[src/rtl/conv_pass_sched_if.sv]
// Bundle of layer-control, weight-ROM, convCal and result-RAM signals around the pass scheduler.
// The master modport is the scheduler side; slave is the surrounding datapath/controller.
interface conv_pass_sched_if #(
    parameter int DATA_WIDTH     = 16,
    parameter int OUTPUT_CHANNEL = 8,
    parameter int OC_PER_PASS    = 2,
    parameter int RESULT_LENGTH  = 2,
    parameter int RESULT_WIDTH   = 2
);
    localparam int NUM_PASSES = OUTPUT_CHANNEL / OC_PER_PASS;
    localparam int PW         = (NUM_PASSES > 1) ? $clog2(NUM_PASSES) : 1;
    localparam int RW         = OC_PER_PASS * RESULT_LENGTH * RESULT_WIDTH * DATA_WIDTH;

    logic          start;
    logic          abort;
    logic          busy;
    logic          done;
    logic          error;
    logic          wt_rd_en;
    logic [PW-1:0] wt_rd_addr;
    logic          conv_en;
    logic          cc_valid;
    logic [RW-1:0] cc_result;
    logic          res_wr_en;
    logic [PW-1:0] res_wr_addr;
    logic [RW-1:0] res_wr_data;

    modport master (
        input  start, abort, cc_valid, cc_result,
        output busy, done, error, wt_rd_en, wt_rd_addr, conv_en,
               res_wr_en, res_wr_addr, res_wr_data
    );

    modport slave (
        output start, abort, cc_valid, cc_result,
        input  busy, done, error, wt_rd_en, wt_rd_addr, conv_en,
               res_wr_en, res_wr_addr, res_wr_data
    );
endinterface

[src/rtl/conv_pass_sched.sv]
// Time-multiplexes one convCal across all output channels of a conv layer, one pass at a time:
// load weight slice, run convCal until valid (or timeout), write the result slice.
module conv_pass_sched #(
    parameter int DATA_WIDTH     = 16,
    parameter int OUTPUT_CHANNEL = 8,
    parameter int OC_PER_PASS    = 2,
    parameter int RESULT_LENGTH  = 2,
    parameter int RESULT_WIDTH   = 2,
    parameter int TIMEOUT_CYCLES = 64
) (
    input logic                clk,
    input logic                reset,
    conv_pass_sched_if.master  bus
);
    localparam int NUM_PASSES = OUTPUT_CHANNEL / OC_PER_PASS;
    localparam int PW         = (NUM_PASSES > 1) ? $clog2(NUM_PASSES) : 1;
    localparam int NUM_ELEMS  = OC_PER_PASS * RESULT_LENGTH * RESULT_WIDTH;
    localparam int TW         = $clog2(TIMEOUT_CYCLES) + 1;

    localparam logic [PW-1:0] LAST_PASS = PW'(NUM_PASSES - 1);
    localparam logic [TW-1:0] TMO_LAST  = TW'(TIMEOUT_CYCLES - 1);

    localparam logic [2:0] S_IDLE  = 3'd0;
    localparam logic [2:0] S_LOAD  = 3'd1;
    localparam logic [2:0] S_RUN   = 3'd2;
    localparam logic [2:0] S_WRITE = 3'd3;
    localparam logic [2:0] S_FIN   = 3'd4;
    localparam logic [2:0] S_ERR   = 3'd5;

    logic [2:0]    r_state;
    logic [PW-1:0] r_pass;
    logic [TW-1:0] r_tmo;
    logic          r_busy;
    logic          r_done;
    logic          r_error;
    logic          r_wt_rd_en;
    logic [PW-1:0] r_wt_rd_addr;
    logic          r_conv_en;
    logic          r_res_wr_en;
    logic [PW-1:0] r_res_wr_addr;

    // Abort pre-empts a capture that would otherwise land in the same cycle.
    logic w_abort_active;
    logic w_capture;
    assign w_abort_active = (r_state != S_IDLE) && bus.abort;
    assign w_capture      = (r_state == S_RUN) && bus.cc_valid && !w_abort_active;

    // Output registers are loaded with the values of the state being entered.
    always_ff @(posedge clk) begin
        if (reset) begin
            r_state       <= S_IDLE;
            r_pass        <= '0;
            r_tmo         <= '0;
            r_busy        <= 1'b0;
            r_done        <= 1'b0;
            r_error       <= 1'b0;
            r_wt_rd_en    <= 1'b0;
            r_wt_rd_addr  <= '0;
            r_conv_en     <= 1'b0;
            r_res_wr_en   <= 1'b0;
            r_res_wr_addr <= '0;
        end else begin
            r_done      <= 1'b0;
            r_wt_rd_en  <= 1'b0;
            r_conv_en   <= 1'b0;
            r_res_wr_en <= 1'b0;
            if (w_abort_active) begin
                r_state <= S_IDLE;
                r_busy  <= 1'b0;
                r_tmo   <= '0;
            end else begin
                case (r_state)
                    S_IDLE: begin
                        if (bus.start) begin
                            r_state      <= S_LOAD;
                            r_busy       <= 1'b1;
                            r_error      <= 1'b0;
                            r_pass       <= '0;
                            r_wt_rd_en   <= 1'b1;
                            r_wt_rd_addr <= '0;
                        end
                    end
                    S_LOAD: begin
                        r_state   <= S_RUN;
                        r_conv_en <= 1'b1;
                    end
                    S_RUN: begin
                        if (bus.cc_valid) begin
                            r_state       <= S_WRITE;
                            r_tmo         <= '0;
                            r_res_wr_en   <= 1'b1;
                            r_res_wr_addr <= r_pass;
                        end else if (r_tmo == TMO_LAST) begin
                            r_state <= S_ERR;
                            r_tmo   <= '0;
                            r_error <= 1'b1;
                            r_done  <= 1'b1;
                        end else begin
                            r_tmo     <= r_tmo + TW'(1);
                            r_conv_en <= 1'b1;
                        end
                    end
                    S_WRITE: begin
                        if (r_pass == LAST_PASS) begin
                            r_state <= S_FIN;
                            r_done  <= 1'b1;
                        end else begin
                            r_state      <= S_LOAD;
                            r_pass       <= r_pass + PW'(1);
                            r_wt_rd_en   <= 1'b1;
                            r_wt_rd_addr <= r_pass + PW'(1);
                        end
                    end
                    default: begin
                        r_state <= S_IDLE;
                        r_busy  <= 1'b0;
                    end
                endcase
            end
        end
    end

    // Result capture, one register per float16 element of the slice.
    generate
        for (genvar gi = 0; gi < NUM_ELEMS; gi++) begin : g_res_elem
            logic [DATA_WIDTH-1:0] r_elem;
            always_ff @(posedge clk) begin
                if (reset) begin
                    r_elem <= '0;
                end else if (w_capture) begin
                    r_elem <= bus.cc_result[gi*DATA_WIDTH +: DATA_WIDTH];
                end
            end
            assign bus.res_wr_data[gi*DATA_WIDTH +: DATA_WIDTH] = r_elem;
        end
    endgenerate

    assign bus.busy        = r_busy;
    assign bus.done        = r_done;
    assign bus.error       = r_error;
    assign bus.wt_rd_en    = r_wt_rd_en;
    assign bus.wt_rd_addr  = r_wt_rd_addr;
    assign bus.conv_en     = r_conv_en;
    assign bus.res_wr_en   = r_res_wr_en;
    assign bus.res_wr_addr = r_res_wr_addr;
endmodule

[src/flat_wrapper.sv]
// flat-port wrapper written by rule: the top's interface ports become plain ports
module conv_pass_sched_flat 
#(
    parameter int DATA_WIDTH     = 16,
    parameter int OUTPUT_CHANNEL = 8,
    parameter int OC_PER_PASS    = 2,
    parameter int RESULT_LENGTH  = 2,
    parameter int RESULT_WIDTH   = 2,
    parameter int TIMEOUT_CYCLES = 64
)
  (clk, reset, bus_start, bus_abort, bus_cc_valid, bus_cc_result, bus_busy, bus_done, bus_error, bus_wt_rd_en, bus_wt_rd_addr, bus_conv_en, bus_res_wr_en, bus_res_wr_addr, bus_res_wr_data);
  conv_pass_sched_if #(.DATA_WIDTH(DATA_WIDTH), .OUTPUT_CHANNEL(OUTPUT_CHANNEL), .OC_PER_PASS(OC_PER_PASS), .RESULT_LENGTH(RESULT_LENGTH), .RESULT_WIDTH(RESULT_WIDTH)) bus_i ();
  input logic clk;
  input logic reset;
  input wire logic [$bits(bus_i.start)-1:0] bus_start;
  input wire logic [$bits(bus_i.abort)-1:0] bus_abort;
  input wire logic [$bits(bus_i.cc_valid)-1:0] bus_cc_valid;
  input wire logic [$bits(bus_i.cc_result)-1:0] bus_cc_result;
  output wire logic [$bits(bus_i.busy)-1:0] bus_busy;
  output wire logic [$bits(bus_i.done)-1:0] bus_done;
  output wire logic [$bits(bus_i.error)-1:0] bus_error;
  output wire logic [$bits(bus_i.wt_rd_en)-1:0] bus_wt_rd_en;
  output wire logic [$bits(bus_i.wt_rd_addr)-1:0] bus_wt_rd_addr;
  output wire logic [$bits(bus_i.conv_en)-1:0] bus_conv_en;
  output wire logic [$bits(bus_i.res_wr_en)-1:0] bus_res_wr_en;
  output wire logic [$bits(bus_i.res_wr_addr)-1:0] bus_res_wr_addr;
  output wire logic [$bits(bus_i.res_wr_data)-1:0] bus_res_wr_data;
  assign bus_i.start = bus_start;
  assign bus_i.abort = bus_abort;
  assign bus_i.cc_valid = bus_cc_valid;
  assign bus_i.cc_result = bus_cc_result;
  assign bus_busy = bus_i.busy;
  assign bus_done = bus_i.done;
  assign bus_error = bus_i.error;
  assign bus_wt_rd_en = bus_i.wt_rd_en;
  assign bus_wt_rd_addr = bus_i.wt_rd_addr;
  assign bus_conv_en = bus_i.conv_en;
  assign bus_res_wr_en = bus_i.res_wr_en;
  assign bus_res_wr_addr = bus_i.res_wr_addr;
  assign bus_res_wr_data = bus_i.res_wr_data;
  conv_pass_sched #(.DATA_WIDTH(DATA_WIDTH), .OUTPUT_CHANNEL(OUTPUT_CHANNEL), .OC_PER_PASS(OC_PER_PASS), .RESULT_LENGTH(RESULT_LENGTH), .RESULT_WIDTH(RESULT_WIDTH), .TIMEOUT_CYCLES(TIMEOUT_CYCLES)) u_core (.clk(clk), .reset(reset), .bus(bus_i));
endmodule
[config.mk]
export PLATFORM = sky130hd
export DESIGN_NAME = conv_pass_sched_flat
export DESIGN_NICKNAME = d
export VERILOG_FILES = /design/src/rtl/conv_pass_sched_if.sv /design/src/rtl/conv_pass_sched.sv /design/src/flat_wrapper.sv
export SDC_FILE = /design/constraint.sdc
export NUM_CORES = 1
export LEC_CHECK = 0
export ABC_AREA = 1
export CAP_MARGIN = 20
export CORE_MARGIN = 3
export CORE_UTILIZATION = 44
export CTS_CLUSTER_DIAMETER = 40
export DETAILED_ROUTE_END_ITERATION = 7
export PLACE_DENSITY = 0.86
export SLEW_MARGIN = 20
export SYNTH_ARGS = -nofsm -noshare
export SYNTH_HDL_FRONTEND = slang
export SYNTH_SLANG_ARGS = --single-unit
export TNS_END_PERCENT = 1
[constraint.sdc]
create_clock -name clk -period 2.1 [get_ports clk]
set_input_delay 0.42 -clock clk [delete_from_list [all_inputs] [get_ports clk]]
set_output_delay 0.42 -clock clk [all_outputs]
set_load 0.03 [all_outputs]
==> results.txt, run 1 <==
- At the end of routability-driven placement, the weighted congestion stood at 0.883.
- Largest net degree at the start of global routing: 105
* Data arrival time of the worst path: 1.59 ns
* Wirelength per Cell: 14.0 um
- Total nets after synthesis: slightly above 800
- Detailed routing inserted a total of 5276 vias.
* Cell Count Post-Placement: roughly 1100
- Setup slack on the worst reg-to-reg path comes out at 0.53 ns.
* Capture point of the worst reg-to-reg path: u_core.g_res_elem[7].r_elem[3]
* GRT Util Overall: roughly 22%
* Count of distinct cell types in the synthesized netlist: 25
- Commonest non-fill, non-tap cell in the layout: sky130_fd_sc_hd__clkdlybuf4s50_1
* Minimum clock period: 2.01 ns
- Fraction of final layout cells sized beyond drive strength 1: 4.85%
* Input/output buffers: 270
- The initial antenna violation count came to 0.
- Violation count after the first detailed-routing iteration: 386
- Seq cells post-synth: 148
- Number of H-tree levels: 4
- Number of hold-slack violations in the final timing report: 0
- The via count of the first global-routing pass was 5023.
- STA classifies the critical path endpoint as an output port.
- CTS root buf: sky130_fd_sc_hd__clkbuf_16
- On the final layout, the worst clock skew is 0.00604 ns.
- VDD sags by at most 0.510 mV.
- From bottom edge to top edge, the die measures 118 um.
- Fin. max-slew vios: 0
- CP Class: flip-flop to output port
* Top delay family on crit path: buffers and inverters
* Largest stage delay on the critical path: 0.74 ns
* Post-cts gate resize count: 0
- At the worst endpoint, the required time is approximately 1.7 ns.
* Die Outline Area: ~14000 sq um
- Clock-pin slew of the registers on the worst-case setup and hold paths: about 0.060 ns
- Number of antenna repair diodes: 0
- Synthesized netlist cell count: 679
- Buffers inserted to repair hold after CTS numbered 0.
- STA classifies the critical path startpoint as a flip-flop.
- Number of sinks driven by the clock tree: between 100 and 150
- The first global-routing pass estimated 25000 um of wire.
- In this run the number of cells on the critical path is 1.
* Final Util: 73.4%
- Post-CTS setup buffer count: 0
- Across the run, the number of max-cap violations was 0.
* Number of design rule violations left after detail routing: 0
- Finished Layout Cells: 1117
* Setup violations, final: 0
- Dpl hpwl: between 10000 and 15000 um
- The core region is ~12000 sq um.
- Residual antenna-violating net count after detailed routing: 0
* CTS tree: done
- Setup repair after global routing left no endpoint under its margin.
- Of all nets on the critical path, the largest fanout is 5.
* Power per Cell Area: 915 nW/um^2
- The tightest min-delay check is of the flip-flop to flip-flop type.
- Routed WL: 15600 um
- After the last flow step, the layout net total stands at 1071.
- Using the TritonRoute via totals, the vias-per-cell ratio works out to between 4 and 5.
- The die is 118 um wide.
- Counting cells, the worst reg-to-reg path comes to 7.
* Buffering stage count on the worst path with inverters included: 1
- Synthesized area per cell: 8.18 sq um
- The path with the worst hold slack has its endpoint at u_core.g_res_elem[7].r_elem[7].
- Final TNS setup: 0 ns
- In the layout the commonest cells are sky130_fd_sc_hd__clkdlybuf4s50_1, sky130_fd_sc_hd__dfxtp_1, sky130_fd_sc_hd__inv_1, sky130_fd_sc_hd__a21oi_1, sky130_fd_sc_hd__o21ai_1.
- At the pin with the least slew margin, the transition time is 0.409 ns.
* Standard cell with the maximum stage delay on the critical path: sky130_fd_sc_hd__clkdlybuf4s50_1
* Cells along the critical path: clkdlybuf4s50_1
* Warnings from Yosys: 0
- Fill count: ~890
- For this run, the detailed router's first-pass iteration total came to 5.
- For this run, the top clock speed supported by timing is about 500 MHz.
- After floorplanning, the core was divided into 40 placement rows.
* Leakage power figure: 0.00315 uW
- Startpoint of the most critical hold path: u_core.g_res_elem[7].r_elem[7]
* Initial standard-cell utilization of the core: between 40% and 50%
- The flow ran to the end, and the final reports show no timing, DRC or antenna violations.
* Hold path depth: 2
- The worst pin sits at a relative slew slack of 72.7%.
- Total gr overflow: 0
* IO Count: between 200 and 300
- The worst path uses 95.8% of the clock period.
- In this run the deepest clock path goes through 2 buffers.
* Clk Latency, worst-skew pair: about 0.41 ns
* CTS Buf Count: 17
- Proportion of synthesized chip area in sequential cells: a little over half
- After synthesis the cells add up to between 5000 and 6000 sq um.
- Area growth, synth to finish: 60.7%
* Worst R2R Start: u_core.r_state[1]
[metrics by stage]
step / worst slack, ns / hold slack [ns] / power (uW) / instance area, sq um
6_report: 0.0884 / 0.439 / 8170 / 8930
5_1_grt: 0.000393 / 0.459 / 8510 / 8930
2_1_floorplan: 0.806 / 0.423 / 4230 / 5560
3_3_place_gp: 0.307 / 0.429 / 4990 / 8300
3_5_place_dp: 0.244 / 0.433 / 5030 / 8300
4_1_cts: 0.0551 / 0.442 / 8240 / 8930
[metal layers]
metal	vias to the layer above	GRT usage (%)	share of wire [%]
met3	31	11.1	12
met5	-	0	0
li1	2699	-	-
met2	239	36.8	47
met4	0	9.38	2.5
met1	2307	24.1	39
[final cells by class]
cell class / count / area [sq um] / area share [%]
Multi-Input combinational cell: 342 / 1720 / 19.2
Timing Repair Buffer: 281 / 2860 / 32.0
Clock buffer: 23 / 478 / 5.35
Clock inverter: 9 / 150 / 1.68
Inverter: 146 / 549 / 6.15
Tap cell: 168 / 210 / 2.35
Sequential cell: 148 / 2960 / 33.2
[worst max path at each step]
stage	start	endpoint	slack, ns
final	u_core.bus.wt_rd_addr[0]	bus_wt_rd_addr[0]	0.09
after floorplan	u_core.r_state[1]	u_core.g_res_elem[0].r_elem[10]	0.81
after global routing	u_core.bus.wt_rd_addr[0]	bus_wt_rd_addr[0]	0.0004
after global placement	bus_cc_valid	u_core.g_res_elem[7].r_elem[2]	0.31
after detailed placement	bus_abort	u_core.g_res_elem[7].r_elem[3]	0.24
after CTS	u_core.bus.wt_rd_addr[0]	bus_wt_rd_addr[0]	0.06
[flip-flops by register name, indices dropped and copies added, names as in the netlist]
| register | flops |
|---|---|
| u_core.g_res_elem.r_elem | 128 |
| u_core.r_tmo | 7 |
| u_core.r_state | 3 |
| u_core.bus.res_wr_addr | 2 |
| u_core.bus.wt_rd_addr | 2 |
| u_core.bus.busy | 1 |
| u_core.bus.conv_en | 1 |
| u_core.bus.done | 1 |
| u_core.bus.error | 1 |
| u_core.bus.res_wr_en | 1 |
| u_core.bus.wt_rd_en | 1 |
[cell families (layout without fill, tap and decap cells)]
logic type	after synthesis	after routing	synth area share, %
compound gates	276	276	25.1
xor+xnor	1	1	0.158
fa+ha+maj	2	2	0.450
buf+inv	189	459	15.8
flops	148	148	53.3
simple gates	63	63	5.16
[worst register-to-register path, stage by stage (launching register included)]
cell	delay, ns
sky130_fd_sc_hd__dfxtp_1	0.45
sky130_fd_sc_hd__nand2_1	0.13
sky130_fd_sc_hd__nor2_4	0.16
sky130_fd_sc_hd__nand3_4	0.11
sky130_fd_sc_hd__buf_12	0.16
sky130_fd_sc_hd__buf_4	0.20
sky130_fd_sc_hd__o21ai_0	0.18
sky130_fd_sc_hd__a21oi_1	0.05
[cell usage after synthesis (all sizes together)]
library cell  count  area [sq um]
xor2              1          8.76
o21a              1          7.51
nand4             1          6.26
ha                2          25.0
o21ai           131           659
a21oi           142           714
clkbuf           18          67.6
nand3b            2          15.0
nand2            33           124
inv             146           548
dfxtp           148          2960
o21bai            1          7.51
nand3            12          72.6
a31oi             1          6.26
nor3              2          10.0
nor2             13          58.8
buf              25           262
[where the power goes]
group / internal, uW / switching [uW] / total (uW)
sequential: 3050 / 127 / 3180
clock: 2080 / 1110 / 3190
combinational: 795 / 1000 / 1800
total: 5920 / 2240 / 8170
Power figures use the tool's default switching activity.
==> run 2, diff against run 1 <==
SLEW_MARGIN = 30   (was 20)
==> results of run 2 <==
The final DEF is identical to that of run 1; final timing and power are the same.
==> run 3, diff against run 2 <==
ABC_AREA = unset   (was 1)
CORE_UTILIZATION = 43   (was 44)
PLACE_DENSITY = 0.85   (was 0.86)
==> results.txt, run 3 <==
- Result of the run: complete, no violations (unchanged)
- Fraction of final layout cells sized beyond drive strength 1: 5.98% (was 4.85%)
- Area growth, synth to finish: 64.7% (was 60.7%)
- Largest driver fanout on the critical path: 5 (unchanged)
- Number of design rule violations left after detail routing: 0 (unchanged)
- The synthesized instance count came to 663 (was 679).
- Most frequent cells after synthesis: sky130_fd_sc_hd__nand2_1, sky130_fd_sc_hd__dfxtp_1, sky130_fd_sc_hd__a21oi_1 (was sky130_fd_sc_hd__dfxtp_1, sky130_fd_sc_hd__inv_1, sky130_fd_sc_hd__a21oi_1).
- Biggest registers after layout: u_core.g_res_elem.r_elem x128, u_core.r_tmo x7, u_core.r_state x3 (unchanged)
- Final Skew: 0.00769 ns (was 0.00604 ns)
- Violation count after the first detailed-routing iteration: 403 (was 386)
* Standard cell with the maximum stage delay on the critical path: sky130_fd_sc_hd__clkdlybuf4s50_1 (unchanged)
- The leading area contributor after synthesis is sky130_fd_sc_hd__dfxtp_1 (unchanged).
* Number of antenna violations at the first check in global routing: 0 (unchanged)
- The headroom to the max-slew limit was 69.3% (was 72.7%).
* Average via count per standard cell: 4.92 (was 4.72)
- The number of warnings reported in the yosys synthesis log is 0 (unchanged).
- Die Outline Area: 13800 sq um (was 14000 sq um)
* Worst hold path type: input port to flip-flop (was flip-flop to flip-flop)
- Met1 track utilization from global routing: 26.8% (was 24.1%)
- Wirelength per Cell: 15.1 um (was 14.0 um)
- Endpoint type of the worst setup path: output port (unchanged)
- The number of flip-flops under the largest register name was 128 (unchanged).
- Primary FF master, synth: sky130_fd_sc_hd__dfxtp_1 (unchanged)
* Fill count: 899 (was 887)
- The layer with the highest usage after global routing was met2 (unchanged).
- The number of top-level design ports was 271 (unchanged).
- FFs w/ async S/R, synth: 0% (unchanged)
- Largest stage delay on the critical path: 0.71 ns (was 0.74 ns)
- The critical path required time came to 1.68 ns (about the same).
- Power per Cell Area: 822 nW/um^2 (was 915 nW/um^2)
* Cells along the critical path: clkdlybuf4s50_1 (unchanged)
- CTS Buf Count: 17 (unchanged)
* Setup violations, final: 0 (unchanged)
* Number of H-tree levels: 4 (unchanged)
* Minimum setup slack in the final design: 0.158 ns (was 0.0884 ns)
* Post-cts gate resize count: 0 (unchanged)
* Minimum clock period: 1.94 ns (was 2.01 ns)
- The post-cts hold buffer count was 0 (unchanged).
- The most common library cell in the layout ignoring fill and taps is sky130_fd_sc_hd__clkdlybuf4s50_1 (unchanged).
* Max IR drop VDD: 0.687 mV (was 0.510 mV)
- The clock-pin slew of the registers on the worst-case setup and hold paths came to 0.06 ns (about the same).
- Seq cells post-synth: 148 (unchanged)
- Synthesized area per cell: 8.07 sq um (was 8.18 sq um)
- The total standard cell area after synthesis was 5350 sq um (was 5560 sq um).
- Most frequent cells in the layout: sky130_fd_sc_hd__clkdlybuf4s50_1, sky130_fd_sc_hd__nand2_1, sky130_fd_sc_hd__dfxtp_1, sky130_fd_sc_hd__a21oi_1, sky130_fd_sc_hd__clkbuf_16 (was sky130_fd_sc_hd__clkdlybuf4s50_1, sky130_fd_sc_hd__dfxtp_1, sky130_fd_sc_hd__inv_1, sky130_fd_sc_hd__a21oi_1, sky130_fd_sc_hd__o21ai_1)
* Global-route wire length before repair: 26700 um (was 25000 um)
- The final-layout setup total negative slack was 0 ns (unchanged).
* Residual antenna-violating net count after detailed routing: 0 (unchanged)
* Register with the most flip-flops: u_core.g_res_elem.r_elem (unchanged)
* Count of maximum capacitance violations: 0 (unchanged)
* Top-area cell type share of the netlist area: 55.4% (was 53.3%)
- Initial standard-cell utilization of the core: 44.2% (was 45.7%)
- The leakage power of the design came to 0.00303 uW (was 0.00315 uW).
- The clock latency reported for the late side of the worst-skew pair is 0.42 ns (was 0.41 ns).
- The number of detailed-route iterations in the first pass was 5 (unchanged).
* Multi-input combinational cell area: 2110 sq um (was 1720 sq um)
- The family with the most delay on the worst path was buffers and inverters (unchanged).
* Total gr overflow: 0 (unchanged)
- Most common cell in the synthesized netlist: sky130_fd_sc_hd__nand2_1 (was sky130_fd_sc_hd__dfxtp_1)
- The share of the cycle needed by the critical path after routing came to 92.5% (was 95.8%).
* Data arrival time of the worst path: 1.52 ns (was 1.59 ns)
- Max Clk Rate: 515 MHz (was 497 MHz)
* Number of flops mapped to enable cells by yosys: 0 (unchanged)
- CTS root buf: sky130_fd_sc_hd__clkbuf_16 (unchanged)
* Number of nets in the layout: 1058 (was 1071)
- The number of sinks driven by the clock tree was 148 (unchanged).
* Via count of the first global-routing pass: 5234 (was 5023)
- The final HPWL from detailed placement was 11400 um (was 11300 um).
* Buffering stage count on the worst path with inverters included: 1 (unchanged)
- Rows: 40 (unchanged)
* Largest net degree at the start of global routing: 82 (was 105)
* X dimension of the die: 118 um (about the same)
- The buffers inserted during post-CTS setup optimization came to 0 (unchanged).
- The share of synthesized area occupied by flip-flops and latches was 55.4% (was 53.3%).
- Final Util: 72.8% (was 73.4%)
- The final weighted congestion in routability-driven placement came to 0.802 (was 0.883).
- The CTS tree is done (unchanged).
- Sort of element at the start of the critical path: flip-flop (unchanged)
- The quantity of I/O buffers inserted on ports came to 270 (unchanged).
- Global routing usage on met3: 10.3% (was 11.1%)
- Detailed-route via count: 5436 (was 5276)
- Total nets after synthesis: 798 (was 814)
- The class of the most critical setup path was flip-flop to output port (unchanged).
* Met2 capacity usage during global routing: 40.7% (was 36.8%)
* Worst slack after detailed placement: -0.000568 ns (was 0.244 ns)
- The maximum buffer depth of the clock tree is 2 (unchanged).
- Area of all sequential standard cells: 2960 sq um (unchanged)
- The final max-slew violation count is 0 (unchanged).
- GRT Util Overall: 23.8% (was 22.2%)
* Number of hold-slack violations in the final timing report: 0 (unchanged)
- The die outline height came to 118 um (about the same).
- Number of antenna repair diodes: 0 (unchanged)
* Top post-synthesis cells by area: sky130_fd_sc_hd__dfxtp_1, sky130_fd_sc_hd__nand2_1, sky130_fd_sc_hd__a21oi_1 (was sky130_fd_sc_hd__dfxtp_1, sky130_fd_sc_hd__a21oi_1, sky130_fd_sc_hd__inv_1)
- Core Footprint: 12100 sq um (was 12200 sq um)
- Routed WL: 16700 um (was 15600 um)
- RSZ-0062 raised after global routing: no (unchanged).
- The number of distinct library cell variants in the gate-level netlist after synthesis was 38 (was 25).
- Actual slew at the worst max-slew pin: 0.448 ns (was 0.409 ns)
-- run 3: cell count changes after synthesis, moves of 9 or more --
cell	delta
sky130_fd_sc_hd__inv_1	-145
sky130_fd_sc_hd__nand3_1	-9
sky130_fd_sc_hd__o21ai_0	-57
sky130_fd_sc_hd__nand2_1	+231
sky130_fd_sc_hd__buf_6	-11
sky130_fd_sc_hd__o21ai_1	-69
sky130_fd_sc_hd__buf_2	+11
-- run 3: metrics by stage --
step                      area [sq um]  hold slack, ns  instances  total power (uW)
after floorplan                   5350           0.423        663              3610
after detailed placement          8200           0.446       1072              4180
after CTS                         8820           0.312       1104              7290
after global placement            8200           0.439       1072              4160
final                             8820           0.333       1104              7240
after global routing              8820           0.334       1104              7520
-- run 3: metal layers --
layer  vias up  part of all wire [%]  wire length [um]
met5         -                     0                 0
met4         0                   1.7               286
met3        31                   9.4              1570
met2       235                    50              8270
met1      2479                    39              6570
li1       2691                     -                 -
-- run 3: worst register-to-register path, delay by kind of cell (launching register included) --
kind	cells	cell delay [ns]
AO/OA/AOI/OAI	2	0.65
AND/OR/NAND/NOR	2	0.61
flip-flops	1	0.31
buffers and inverters	1	0.17
-- run 3: power breakdown --
| part | internal, uW | switching (uW) | total, uW |
|---|---|---|---|
| registers | 2920 | 55.9 | 2980 |
| logic | 556 | 596 | 1150 |
| clock network | 1990 | 1130 | 3120 |
| total | 5460 | 1780 | 7240 |
-- run 3: final timing paths --
path                                  startpoint                        endpoint  slack [ns]  cells after the start
setup / recovery        u_core.bus.wt_rd_addr[0]               bus_wt_rd_addr[0]        0.16                      1
hold / removal                             reset  u_core.g_res_elem[5].r_elem[5]        0.33                      2
setup reg to reg               u_core.r_state[2]               u_core.r_state[0]        0.22                      5
hold reg to reg   u_core.g_res_elem[0].r_elem[4]  u_core.g_res_elem[0].r_elem[4]        0.45                      2
-- run 3: kinds of logic after synthesis --
family	Yosys count	synth area share, %
AO/OA/AOI/OAI	153	14.9
flip-flops	148	55.4
AND/OR/NAND/NOR	307	23.4
buffers and inverters	50	5.35
XOR/XNOR	2	0.327
adder cells (fa/ha/maj)	2	0.467
multiplexers	1	0.210
-- run 3: area by class of cell --
class | count | area share [%]
multi-input cells | 465 | 24.0
well taps | 168 | 2.38
flip-flops and latches | 148 | 33.6
repair buffers | 290 | 33.0
clock inverters | 9 | 1.42
clock buffers | 23 | 5.53
inverters | 1 | 0.0426
